### src/rtl/regfile_writeback.sv
// regfile_writeback: merges ALU and queued LSU results onto one registered regFile write port,
// tracking pending destinations in a scoreboard for RAW stall checks.
module regfile_writeback #(
   parameter int XLEN     = 32,
   parameter int NREG     = 32,
   parameter int RAW      = 5,
   parameter int LQ_DEPTH = 4
) (
   input  logic            clk,
   input  logic            rst,
   input  logic            issue_en,
   input  logic [RAW-1:0]  issue_rd,
   input  logic            alu_valid,
   output logic            alu_ready,
   input  logic [RAW-1:0]  alu_rd,
   input  logic [XLEN-1:0] alu_data,
   input  logic            lsu_valid,
   output logic            lsu_ready,
   input  logic [RAW-1:0]  lsu_rd,
   input  logic [XLEN-1:0] lsu_data,
   input  logic [RAW-1:0]  chk_rs1,
   input  logic [RAW-1:0]  chk_rs2,
   output logic            rs1_busy,
   output logic            rs2_busy,
   output logic [RAW-1:0]  writeRegSel,
   output logic [XLEN-1:0] writeData,
   output logic            writeEn,
   output logic            err
);
   localparam int PW = $clog2(LQ_DEPTH);

   logic [RAW-1:0]  rd_mem_q [LQ_DEPTH];
   logic [XLEN-1:0] data_mem_q [LQ_DEPTH];
   logic [PW-1:0]   wr_ptr_q, rd_ptr_q;
   logic [PW:0]     cnt_q, cnt_d;
   logic [NREG-1:0] sb_q, sb_d, sb_set, sb_clr;
   logic [RAW-1:0]  sel_q, sel_d;
   logic [XLEN-1:0] wdata_q, wdata_d;
   logic            we_q, we_d, err_q, err_d;
   logic            full, empty, push, pop, alu_win, win;

   assign full      = cnt_q == (PW+1)'(LQ_DEPTH);
   assign empty     = cnt_q == '0;
   assign lsu_ready = rst & !full;
   assign alu_ready = rst & !full;
   assign push      = lsu_valid & lsu_ready;
   assign alu_win   = alu_valid & alu_ready;
   // A full queue forces its head out ahead of the ALU so it can never deadlock.
   assign pop       = !empty & (full | !alu_valid);
   assign win       = alu_win | pop;

   always_comb begin
      sel_d   = win ? (alu_win ? alu_rd : rd_mem_q[rd_ptr_q]) : sel_q;
      wdata_d = win ? (alu_win ? alu_data : data_mem_q[rd_ptr_q]) : wdata_q;
      we_d    = win & (sel_d != '0);
      cnt_d   = cnt_q + (PW+1)'(push) - (PW+1)'(pop);
      sb_set  = (issue_en && issue_rd != '0) ? NREG'(1) << issue_rd : '0;
      sb_clr  = we_q ? NREG'(1) << sel_q : '0;
      sb_d    = ((sb_q & ~sb_clr) | sb_set) & ~NREG'(1);
      err_d   = err_q | (we_d & !sb_q[sel_d]);
   end

   always_ff @(posedge clk) begin
      if (push) begin
         rd_mem_q[wr_ptr_q]   <= lsu_rd;
         data_mem_q[wr_ptr_q] <= lsu_data;
      end
   end

   always_ff @(posedge clk or negedge rst) begin
      if (!rst) begin
         wr_ptr_q <= '0;
         rd_ptr_q <= '0;
         cnt_q    <= '0;
         sb_q     <= '0;
         sel_q    <= '0;
         wdata_q  <= '0;
         we_q     <= 1'b0;
         err_q    <= 1'b0;
      end else begin
         wr_ptr_q <= wr_ptr_q + PW'(push);
         rd_ptr_q <= rd_ptr_q + PW'(pop);
         cnt_q    <= cnt_d;
         sb_q     <= sb_d;
         sel_q    <= sel_d;
         wdata_q  <= wdata_d;
         we_q     <= we_d;
         err_q    <= err_d;
      end
   end

   assign rs1_busy    = sb_q[chk_rs1];
   assign rs2_busy    = sb_q[chk_rs2];
   assign writeRegSel = sel_q;
   assign writeData   = wdata_q;
   assign writeEn     = we_q;
   assign err         = err_q;
endmodule

### config.mk
export PLATFORM = sky130hd
export DESIGN_NAME = regfile_writeback
export DESIGN_NICKNAME = d
export VERILOG_FILES = /design/src/rtl/regfile_writeback.sv
export SDC_FILE = /design/constraint.sdc
export NUM_CORES = 1
export LEC_CHECK = 0
export ABC_AREA = 1
export CAP_MARGIN = 15
export CORE_ASPECT_RATIO = 0.6
export CORE_UTILIZATION = 25
export CTS_BUF_LIST = sky130_fd_sc_hd__clkbuf_8
export CTS_CLUSTER_SIZE = 20
export DETAILED_ROUTE_END_ITERATION = 16
export SETUP_SLACK_MARGIN = 0.4
export SLEW_MARGIN = 20
export SYNTH_ARGS = -nofsm -noshare
export SYNTH_HDL_FRONTEND = slang
export SYNTH_SLANG_ARGS = --single-unit
### constraint.sdc
create_clock -name clk -period 4.11 [get_ports clk]
set_input_delay 0.6165 -clock clk [delete_from_list [all_inputs] [get_ports clk]]
set_output_delay 0.6165 -clock clk [all_outputs]
set_load 0.03 [all_outputs]
* Word level (Yosys, flattened, before mapping) *
Memories as Yosys holds them, arrays and structs flattened.
Index checks and enable logic that the tools add are counted.

storage, ports and cells
  bits in writable memories = 148
  logic and storage cells = 53
  input port bits = 94
  memories = 2
  output and inout port bits = 43
  bits in registers = 77
  bits in latches = 0
  bits in read-only memories = 0

operators by class
  div/mod/pow operators = 0
  reductions and logical operators = 8
  order comparisons = 3
  add/sub/neg operators = 4
  multiplexer cells = 13
  equal/unequal tests = 1
  bitwise gates (word level) = 12
  shifts and indexed selects = 2
  multipliers = 0

memories
  name        depth  bits a word  read ports  clocked after Yosys merged registers in  wr ports  RTL line  source
  data_mem_q  4      32           1           0                                        1         33        logic [XLEN-1:0] data_mem_q [LQ_DEPTH];
  rd_mem_q    4      5            1           0                                        1         32        logic [RAW-1:0] rd_mem_q [LQ_DEPTH];

operator list
  kind                    count
  $mux W32                3
  $shl A1 B5 Y32 const A  2
  $and A32 B32 Y32        1
  $not A32 Y32            1
  $or A32 B32 Y32         1
  $lt A5 B6 Y1 const B    3
  $bmux W1 S5             3
  $mux W5                 2
  $reduce_bool A5 Y1      2
  $and A1 B1 Y1           6
  $mux W1                 5
  $add A2 B1 Y2           2
  $logic_not A1 Y1        4
  $add A3 B1 Y3           1
  $eq A3 B3 Y1 const B    1
  $logic_not A3 Y1        1
  $or A1 B1 Y1            3
  $sub A3 B1 Y3           1
  $logic_and A1 B1 Y1     1

* Logic depth before layout (Yosys ltp) *
  depth in word-level cells = 11
  gate-level depth with buffers = 17
  depth with buffers taken out = 15

* Least setup slack after synthesis *
No wires, ideal clock.

  path type = in2reg
  from = in rst
  to = mem data_mem_q[0][0] (enable)
  setup slack = -0.007 ns
  cell stages on the path = 4
  data required time = 3.633 ns
  data arrival time = 3.640 ns
  path buffers = 0
  library setup time = 0.477 ns
  path through = nand2_1 -> inv_1 -> nand2_1 -> nor3_1

between the ends
  longest elaborated chain between the ends = 4

RTL lines
  element                        RTL line  source
  from (decl)                    10        input logic rst,
  $and A1 B1 Y1                  --
  net alu_ready                  14        output logic alu_ready,
  $and A1 B1 Y1                  46        assign push = lsu_valid & lsu_ready;
  $mux W1                        64        if (push) begin
  $mux W1 (not written as such)  66        data_mem_q[wr_ptr_q] <= lsu_data;
  to (decl)                      33

The timed path passes the listed nets, and every way through them passes these cells.

* Final worst setup path *
  from = in chk_rs1[1]
  to = out rs1_busy

between the ends
  longest elaborated chain between the ends = 2

RTL lines
  element                        RTL line  source
  from (decl)                    21        input logic [RAW-1:0] chk_rs1,
  $bmux W1 S5                    92        assign rs1_busy = sb_q[chk_rs1];
  $mux W1 (not written as such)  92
  to (decl)                      23        output logic rs1_busy,

Every way passes these cells. The select of a mux whose other input is x is not followed.

==> impl_metrics.yaml <==
sta:
  fin_setup_tns_ns: 0
  period_minus_slack_ns: 3.48
  maxSlewHeadroom: 0.476
  fmax_mhz: 288
  clock_skew_ns: 0.0299
  worst_pin_slew_ns: 0.786
  min_period_over_period: 0.846
  setup_viol: 0
  worst_slack_ns: 0.632
  hold_viol_final: 0
  rsz0062_at_grt: "no"
  whs_ns: 0.0301
  timing.final.max_slew_violations: 0
hold_path:
  min_path_type: "input port to async pin"
global_route:
  busiest_layer: "met2"
  grt_pass1_vias: 7795
  grt_max_degree: 53
  antenna_found_initial: 1
  overflow: 0
  grt.met3_usage: 0.0530
  use_met2: 0.224
  use_met1: 0.222
  track_usage: 0.156
  grt_pass1_wl_um: 47800
placed_design:
  dpl.hpwl_um: 21500
  pre_cts_slack_ns: 0.464
  port_buffers: 136
  globalplace.congestion: 0.983
  place_area_sq_mm: 0.0120
  place_inst: 1602
floorplanning:
  die_w_um: 261
  ioPinCount: 137
  initial_core_util: 0.255
  die-height_um: 157
  die_area_sq_mm: 0.0409
  core-area_sq_mm: 0.0393
  rows: 56
pwr:
  internal_power_mw: 5.23
  p_seq_frac: 0.391
  comb_power_share: 0.393
  switching_share: 0.428
  p_leak_nw: 4.77
  pwr_density_cell_mw_per_mm2: 719
  power_switching_mw: 3.91
  clkPwrFrac: 0.216
  ir_drop_v: 0.000240
worst_setup_path:
  r2r_cells: 15
  r2r_start: "rd_ptr_q[0]"
  cp_cell_sequence: "clkdlybuf4s50_1 -> inv_1 -> a21oi_1 -> o21ai_0 -> a31oi_1 -> o21ai_0 -> nand2_1 -> nor2_1 -> a31oi_1 -> clkdlybuf4s50_1"
  cpMaxStageDelayCell: "clkdlybuf4s50_1"
  cp-startpoint: "chk_rs1[1]"
  startpoint_type: "input port"
  cp.required_ns: 3.49
  criticalPathCategory: "input port to output pin"
  cpPeakStageDelay_ns: 0.70
  crit_arrival_ns: 2.86
  cp-end-kind: "output pin"
  cp_max_fo: 12
clock_tree:
  root_buffer: "clkbuf_8"
  path_clk_slew_ns: 0.06
  htreeDepth: 2
  cts_hold_buf: 0
  clk-insertion-delay-late_ns: 0.55
  clockBufferDepth: 3
  numCtsBuffers: 38
  cts.sinks: 225
  cts_tree: "yes"
synthesis:
  netlist_instances: 979
  synth.area.top_cells: "edfxtp_1, dfrtp_1, o21ai_0, nand2_1, nor2_1"
  ys_ff_latch: 225
  synth_area_leader_cell: "edfxtp_1"
  yosysSeqAreaShare: 0.636
  syn-num-nets: 1078
  synth_top_area_share: 0.443
  syn_area_sq_mm: 0.0100
  syn_avg_cell_area_sq_um: 10.2
  synthDistinctLibCells: 38
  ys_warn_count: 0
routing:
  remaining_drc_errors: 8
  first_iter_violations: 759
  viasPerCell: 4.77
  detail-route-antenna-nets: 0
  vias: 7989
  wl_um: 31800
  first_pass_iters: 11
  post_drt_wl_per_cell_um: 19.0
layout:
  multi_input_area_sq_mm: 0.00315
  fin_cells: 1675
  final_area_sq_mm: 0.0127
  ff_latch_area_sq_mm: 0.00637
  drive_gt1_frac: 0.0817
  nets: 1220
  area_growth_pct: 26.8
  fill_cells: 4015
status:
  status: "complete, but fails checks"
  violations: "design-rule violations"
job:
  drv_cap: 0
==> cell usage after synthesis (all sizes together) <==
master,instances
a31oi,4
ha,4
nand2,133
fa,1
nor2,104
o31ai,1
a21oi,26
buf,16
o211a,1
nor3,18
o221ai,16
nand3,63
nand4,2
clkbuf,35
edfxtp,148
o22ai,16
inv,77
xnor2,1
nand3b,3
a311oi,1
o211ai,18
o21ai,211
dfrtp,77
xor2,3
==> worst paths after layout <==
| check | to | slack [ns] |
|---|---|---|
| max | rs1_busy | 0.63 |
| min in group clk | err | 0.47 |
| max in group asynchronous | writeData[6] | 2.95 |
| min reg2reg | err | 0.47 |
| min | rd_ptr_q[1] | 0.03 |
| max reg2reg | err | 1.35 |
==> power groups by stage <==
stage               clock network, mW  registers [mW]  logic, mW
floorplan                           0            3.66       2.01
global placement                    0            3.58       3.56
detailed placement                  0            3.58       3.60
CTS                              2.06            3.54       3.61
global route                     2.15            3.62       4.00
finish                           1.98            3.57       3.59
==> cells by family (layout without fill, tap and decap cells) <==
group,count (synthesis),count (layout),share of synthesized area
buffers and inverters,128,299,0.0519
flip-flops,225,225,0.636
AO/OA/AOI/OAI,294,294,0.164
XOR/XNOR,4,4,0.00350
adder cells (fa/ha/maj),5,5,0.00699
other,0,3,0
AND/OR/NAND/NOR,323,323,0.138
==> sequential cells by signal (all words and copies together) (netlist names) <==
signal	flops
data_mem_q	128
writeData	32
sb_q	31
rd_mem_q	20
writeRegSel	5
cnt_q	3
rd_ptr_q	2
wr_ptr_q	2
err	1
writeEn	1
==> layer usage <==
| layer | part of all wire | up-vias |
|---|---|---|
| met1 | 0.47 | 3896 |
| met2 | 0.42 | 271 |
| met5 | 0 | - |
| li1 | - | 3769 |
| met4 | 0.016 | 0 |
| met3 | 0.096 | 53 |
==> final cells by class <==
class	instances	area share
antenna	3	0.000591
clock buffer	40	0.0433
clock inverter	29	0.0151
inverter	77	0.0234
multi-input combinational	626	0.248
sequential	225	0.501
tap	522	0.0514
timing repair buffer	152	0.117
timing repair inverter	1	0.000394
==> timing repair <==
action,4_1_cts,5_1_grt
resized for setup,0,2
setup buffers,0,0
setup endpoints to repair,0,1
==> worst max-delay path, delay by kind of cell <==
| kind | cells | cell delay, ns |
|---|---|---|
| AOI/OAI and AO/OA | 5 | 0.67 |
| buffers and inverters | 3 | 1.45 |
| and+or+nand+nor | 2 | 0.11 |
==> layout by cell type (no fill, tap or decap), drive strengths merged, types with 2 or more instances in the layout <==
master / instances
clkdlybuf4s50: 134
nand3b: 3
a31oi: 4
o21ai: 211
diode: 3
nor2: 104
a21oi: 26
o211ai: 18
ha: 4
nor3: 18
xor2: 3
o22ai: 16
edfxtp: 148
bufinv: 2
buf: 17
inv: 91
nand4: 2
nand2: 133
dfrtp: 77
clkinvlp: 3
o221ai: 16
nand3: 63
clkinv: 11
clkbuf: 40
==> through the flow <==
stage	total power, mW	util
after floorplan	5.67	-
after global placement	7.14	0.304
after detailed placement	7.18	0.304
after CTS	9.21	0.323
after global routing	9.76	0.323
final	9.14	0.323
Power figures use the tool's default switching activity.
